===== config.mk =====
export PLATFORM = sky130hd
export DESIGN_NAME = lr_call_ctrl
export DESIGN_NICKNAME = d
export VERILOG_FILES = /design/src/rtl/d16_pkg.sv /design/src/rtl/lr_ret_stack.sv /design/src/rtl/lr_call_ctrl.sv
export SDC_FILE = /design/constraint.sdc
export NUM_CORES = 1
export LEC_CHECK = 0
export CORE_ASPECT_RATIO = 0.75
export CORE_UTILIZATION = 25
export CTS_BUF_LIST = sky130_fd_sc_hd__clkbuf_16
export CTS_CLUSTER_SIZE = 24
export DETAILED_ROUTE_END_ITERATION = 8
export GPL_TIMING_DRIVEN = 1
export PLACE_DENSITY = 0.5
export SKIP_CTS_REPAIR_TIMING = 1
export SLEW_MARGIN = 20
export SYNTH_ARGS = -nofsm -noshare
export SYNTH_HDL_FRONTEND = slang
export SYNTH_SLANG_ARGS = --single-unit
export TNS_END_PERCENT = 50

===== constraint.sdc =====
create_clock -name clk -period 3.9 [get_ports clk]
set_clock_uncertainty 0.15 [all_clocks]
set_input_delay 0.78 -clock clk [delete_from_list [all_inputs] [get_ports clk]]
set_output_delay 0.78 -clock clk [all_outputs]
set_load 0.005 [all_outputs]

===== src/rtl/d16_pkg.sv =====
// Shared types and constants for the link-register call/return sequencer.
package d16_pkg;

    localparam int WORD_W = 16;

    typedef enum logic [1:0] {
        IDLE    = 2'd0,
        CALL_WR = 2'd1,
        RET_WR  = 2'd2
    } lr_state_e;

endpackage


===== src/rtl/lr_ret_stack.sv =====
// Circular return-address stack: one write port, asynchronous read of the top
// entry, pointer/occupancy tracking and sticky overflow/underflow flags.
module lr_ret_stack
    import d16_pkg::*;
#(
    parameter int DEPTH = 8,
    parameter int AW    = 3
) (
    input  logic              clk,
    input  logic              rst,
    input  logic              push,
    input  logic [WORD_W-1:0] push_data,
    input  logic              pop,
    output logic [WORD_W-1:0] pop_data,
    output logic [AW:0]       depth,
    output logic              overflow,
    output logic              underflow,
    input  logic              clr_flags
);

    localparam logic [AW:0] FULL = (AW+1)'(DEPTH);

    logic [WORD_W-1:0] mem [DEPTH];
    logic [AW-1:0]     sp_q, sp_d;
    logic [AW:0]       depth_q, depth_d;
    logic              ovf_q, ovf_d, udf_q, udf_d;
    logic              ovf_set, udf_set;

    always_comb begin
        sp_d    = sp_q;
        depth_d = depth_q;
        ovf_set = 1'b0;
        udf_set = 1'b0;
        if (push) begin
            // When full the write pointer wraps onto the oldest entry.
            sp_d = sp_q + AW'(1);
            if (depth_q != FULL) depth_d = depth_q + (AW+1)'(1);
            else                 ovf_set = 1'b1;
        end else if (pop) begin
            if (depth_q != '0) begin
                sp_d    = sp_q - AW'(1);
                depth_d = depth_q - (AW+1)'(1);
            end else begin
                udf_set = 1'b1;
            end
        end
        // A new event in the same cycle as a clear keeps the flag set.
        ovf_d = ovf_set | (ovf_q & ~clr_flags);
        udf_d = udf_set | (udf_q & ~clr_flags);
    end

    always_ff @(posedge clk) begin
        if (rst) begin
            sp_q    <= '0;
            depth_q <= '0;
            ovf_q   <= 1'b0;
            udf_q   <= 1'b0;
        end else begin
            sp_q    <= sp_d;
            depth_q <= depth_d;
            ovf_q   <= ovf_d;
            udf_q   <= udf_d;
        end
    end

    always_ff @(posedge clk) begin
        if (push) mem[sp_q] <= push_data;
    end

    assign pop_data  = (depth_q == '0) ? '0 : mem[sp_q - AW'(1)];
    assign depth     = depth_q;
    assign overflow  = ovf_q;
    assign underflow = udf_q;

endmodule


===== src/rtl/lr_call_ctrl.sv =====
// CALL/RET sequencer for the 16-bit link register: saves/restores LR through
// the return stack and issues the RET jump target.
module lr_call_ctrl
    import d16_pkg::*;
#(
    parameter int DEPTH = 8,
    parameter int AW    = 3
) (
    input  logic              clk,
    input  logic              rst,
    input  logic              call_valid,
    input  logic [WORD_W-1:0] call_addr,
    output logic              call_ready,
    input  logic              ret_valid,
    output logic              ret_ready,
    output logic [WORD_W-1:0] ret_target,
    output logic              ret_target_valid,
    input  logic [WORD_W-1:0] lr_q,
    output logic              lr_wr_en,
    output logic [WORD_W-1:0] lr_d,
    output logic [AW:0]       depth,
    output logic              overflow,
    output logic              underflow,
    input  logic              clr_flags
);

    lr_state_e         state_q, state_d;
    logic              lr_wr_en_q, lr_wr_en_d;
    logic [WORD_W-1:0] lr_d_q, lr_d_d;
    logic [WORD_W-1:0] ret_target_q, ret_target_d;
    logic              ret_target_valid_q, ret_target_valid_d;
    logic [WORD_W-1:0] pop_data;
    logic              call_acc, ret_acc;

    // RET has priority, so a simultaneous CALL simply waits for the next IDLE.
    assign ret_ready  = (state_q == IDLE) && !rst;
    assign call_ready = ret_ready && !ret_valid;
    assign ret_acc    = ret_valid && ret_ready;
    assign call_acc   = call_valid && call_ready;

    always_comb begin
        state_d            = state_q;
        lr_wr_en_d         = 1'b0;
        lr_d_d             = lr_d_q;
        ret_target_d       = ret_target_q;
        ret_target_valid_d = 1'b0;
        case (state_q)
            IDLE: begin
                if (ret_acc) begin
                    state_d            = RET_WR;
                    lr_wr_en_d         = 1'b1;
                    lr_d_d             = pop_data;
                    ret_target_d       = lr_q;
                    ret_target_valid_d = 1'b1;
                end else if (call_acc) begin
                    state_d    = CALL_WR;
                    lr_wr_en_d = 1'b1;
                    lr_d_d     = call_addr;
                end
            end
            CALL_WR, RET_WR: state_d = IDLE;
            default:         state_d = IDLE;
        endcase
    end

    always_ff @(posedge clk) begin
        if (rst) begin
            state_q            <= IDLE;
            lr_wr_en_q         <= 1'b0;
            lr_d_q             <= '0;
            ret_target_q       <= '0;
            ret_target_valid_q <= 1'b0;
        end else begin
            state_q            <= state_d;
            lr_wr_en_q         <= lr_wr_en_d;
            lr_d_q             <= lr_d_d;
            ret_target_q       <= ret_target_d;
            ret_target_valid_q <= ret_target_valid_d;
        end
    end

    lr_ret_stack #(
        .DEPTH (DEPTH),
        .AW    (AW)
    ) u_stack (
        .clk       (clk),
        .rst       (rst),
        .push      (call_acc),
        .push_data (lr_q),
        .pop       (ret_acc),
        .pop_data  (pop_data),
        .depth     (depth),
        .overflow  (overflow),
        .underflow (underflow),
        .clr_flags (clr_flags)
    );

    assign lr_wr_en         = lr_wr_en_q;
    assign lr_d             = lr_d_q;
    assign ret_target       = ret_target_q;
    assign ret_target_valid = ret_target_valid_q;

endmodule


==> impl_results.md <==
- Status: finished, final reports clean
- Crit path kind: in -> out
- Internal power: 3170 uW
- CP Cell Sequence: clkdlybuf4s50_1, nor4_4, buf_4, clkdlybuf4s50_1
- Gr usage total: 0.128
- Clock Latency Late Sink: 0.44 ns
- Hold_sp: lr_d[9]$_SDFFE_PP0P_
- Clock sinks: 173
- First-pass GRT wire length: 25.4 mm
- Vias in the first global route: 4,182
- Sequential Power Share: 0.496
- Routability cong.: 0.777
- Antenna diodes: 0
- Utilization after layout: 0.329
- Final Power: 4190 uW
- CTS root buf: clkbuf_16
- Worst path slowest cell: clkdlybuf4s50_1
- Worst-Margin Slew: 0.910 ns
- Post-Syn Instances: 446
- Max-slew violations: 0
- Initial antenna violation count: 0
- Drt initial violations: 351
- Initial Util: 0.257
- CP most frequent cell: clkdlybuf4s50_1
- Slew margin rel.: 0.391
- Clock transition at path regs: 0.06 ns
- Total grt overflow: 0
- Syn_area_per_cell: 15.1 um^2
- Final Hold Viols: 0
- Largest net degree at the start of global routing: 38
- Switch share: 0.243
- Filler Cell Count: 2,576
- Fin Hold WS: 0.303 ns
- Setup TNS: 0 ns
- R2R Path Start: state_q[0]$_SDFFE_PP0P_
- Fmax: 317 MHz
- P_sw: 1020 uW
- # DRC: 0
- CTS Buf Count: 17
- Critical Path End Type: output pin
- Max-cap violations: 0
- Layout area overhead: 27.9%
- Core Area: 0.0262 mm^2
- Post-route ant nets: 0
- Die W: 192 um
- Detailed Place HPWL: 10.6 mm
- Clock network power share: 0.382
- PortBufs: 78
- Leakage: 0.00278 uW
- Worst setup path start: ret_valid
- Comb pwr share: 0.122
- R2R cell count: 8
- Hold Path Depth: 2
- WP data arrival: 2.23 ns
- Endpoints failing setup: 0
- Worst vdd ir: 0.316 mV
- Die H: 144 um
- FP Rows: 51
- Initial DRT Pass Iterations: 4
- Net count, final: 583
- CTS tree: yes
- Vias: 4,083
- Post-synth EDFFs: 128
- Vias/cell: 4.54
- Clock buffer depth: 2
- Yosys reg bits: 173
- Mapped Nets: 487
- Min Tclk post-route: 3.16 ns
- Hold crit path type: reg -> reg
- Worst setup margin: 0.742 ns
- RSZ-0062 raised after global routing: no
- CTS H-Tree Depth: 4
- Startpoint Class: input port
- Period utilisation layout: 0.810
- # IOs: 79
- YS warnings: 0
- DR WL/cell: 18.6 um
- CP Data Required Time: 2.97 ns
- Top_reg_cell synth: edfxtp_1
- CP peak stage delay: 0.53 ns
- Synth async-reset ratio: 0
- Synth cell types: 43
- Final WL: 16.8 mm
- Die area: 0.0276 mm^2
- Share of layout cells above drive strength 1: 0.180
- Synth Cell Area: 0.00674 mm^2
- PwrDens: 486 mW/mm^2
- Pre-CTS setup slack: 0.527 ns
- Crit-path max FO: 8
- Register area share after synthesis: 0.704
Yosys cell counts, drive strengths merged (6+ instances only):
| cell | number | area share |
|---|---|---|
| dfxtp | 45 | 0.13 |
| nand2 | 87 | 0.048 |
| edfxtp | 128 | 0.57 |
| nor3 | 11 | 0.0089 |
| buf | 12 | 0.0095 |
| nor2 | 6 | 0.0033 |
| a21oi | 8 | 0.0059 |
| inv | 8 | 0.0045 |
| a32oi | 16 | 0.021 |
| o21ai | 37 | 0.027 |
| clkbuf | 16 | 0.0089 |
| mux4 | 32 | 0.11 |
sequential cells by signal, summed over array words and instances (netlist names):
register,count
u_stack.mem,128
lr_d,16
ret_target,16
u_stack.depth,4
u_stack.sp_q,3
state_q,2
lr_wr_en,1
ret_target_valid,1
u_stack.overflow,1
u_stack.underflow,1
layer usage:
metal / GRT usage / vias to the layer above / routed length [um]
met1: 0.172 / 2061 / 7850
met4: 0.0439 / 0 / 183
li1: - / 1898 / -
met2: 0.203 / 109 / 7830
met5: 0 / - / 0
met3: 0.0301 / 15 / 898
critical path: cells and delay by family:
family | cells | cell delay (ns)
buffers and inverters | 3 | 1.20
AND/OR/NAND/NOR | 1 | 0.24
cell families after synthesis:
logic type | count (synthesis) | share of synthesized area
AO/OA/AOI/OAI | 71 | 0.0680
XOR/XNOR | 3 | 0.00390
adder cells (fa/ha/maj) | 4 | 0.00743
buffers and inverters | 37 | 0.0236
flip-flops | 173 | 0.704
multiplexers | 32 | 0.107
AND/OR/NAND/NOR | 126 | 0.0861
cell type report:
class                           count  area, um^2  share of cell area
Clock buffer                       17         425              0.0494
Clock inverter                     15         125              0.0145
Inverter                            9        35.0             0.00406
Multi-Input combinational cell    236        1860               0.216
Sequential cell                   173        4750               0.551
Tap cell                          344         430              0.0499
Timing Repair Buffer              105         996               0.116
through the flow:
step | area (um^2) | std cells
after floorplan | 6740 | 446
after global routing | 8620 | 899
after global placement | 8070 | 867
final | 8620 | 899
after CTS | 8620 | 899
after detailed placement | 8070 | 867
cell usage in the layout, fill, tap and decap left out, types with 3 or more instances in the layout:
| cell type | n |
|---|---|
| nor3_1 | 6 |
| dfxtp_1 | 44 |
| clkbuf_16 | 17 |
| nor2_1 | 6 |
| xnor2_1 | 3 |
| clkdlybuf4s50_1 | 78 |
| clkinv_1 | 3 |
| edfxtp_1 | 128 |
| ha_1 | 4 |
| a21oi_1 | 8 |
| buf_4 | 26 |
| o21ai_0 | 37 |
| nand2_1 | 87 |
| nor3_2 | 5 |
| clkinv_4 | 5 |
| mux4_2 | 32 |
| a32oi_1 | 16 |
| inv_1 | 9 |
worst paths after layout:
kind / end / slack (ns)
worst max register to register: u_stack.depth[2]$_SDFFE_PP0P_ / 1.37
worst min register to register: lr_d[9]$_SDFFE_PP0P_ / 0.30
worst min-delay path: lr_d[9]$_SDFFE_PP0P_ / 0.30
worst max-delay path: call_ready / 0.74
power groups by stage:
stage | Clock (uW) | Combinational (uW) | Sequential, uW
final | 1600 | 513 | 2080
after global placement | 0 | 519 | 2120
after CTS | 1640 | 526 | 2080
after detailed placement | 0 | 523 | 2120
after floorplan | 0 | 283 | 2110
after global routing | 1720 | 560 | 2090
Note: power is estimated with default switching activity, not from simulation.
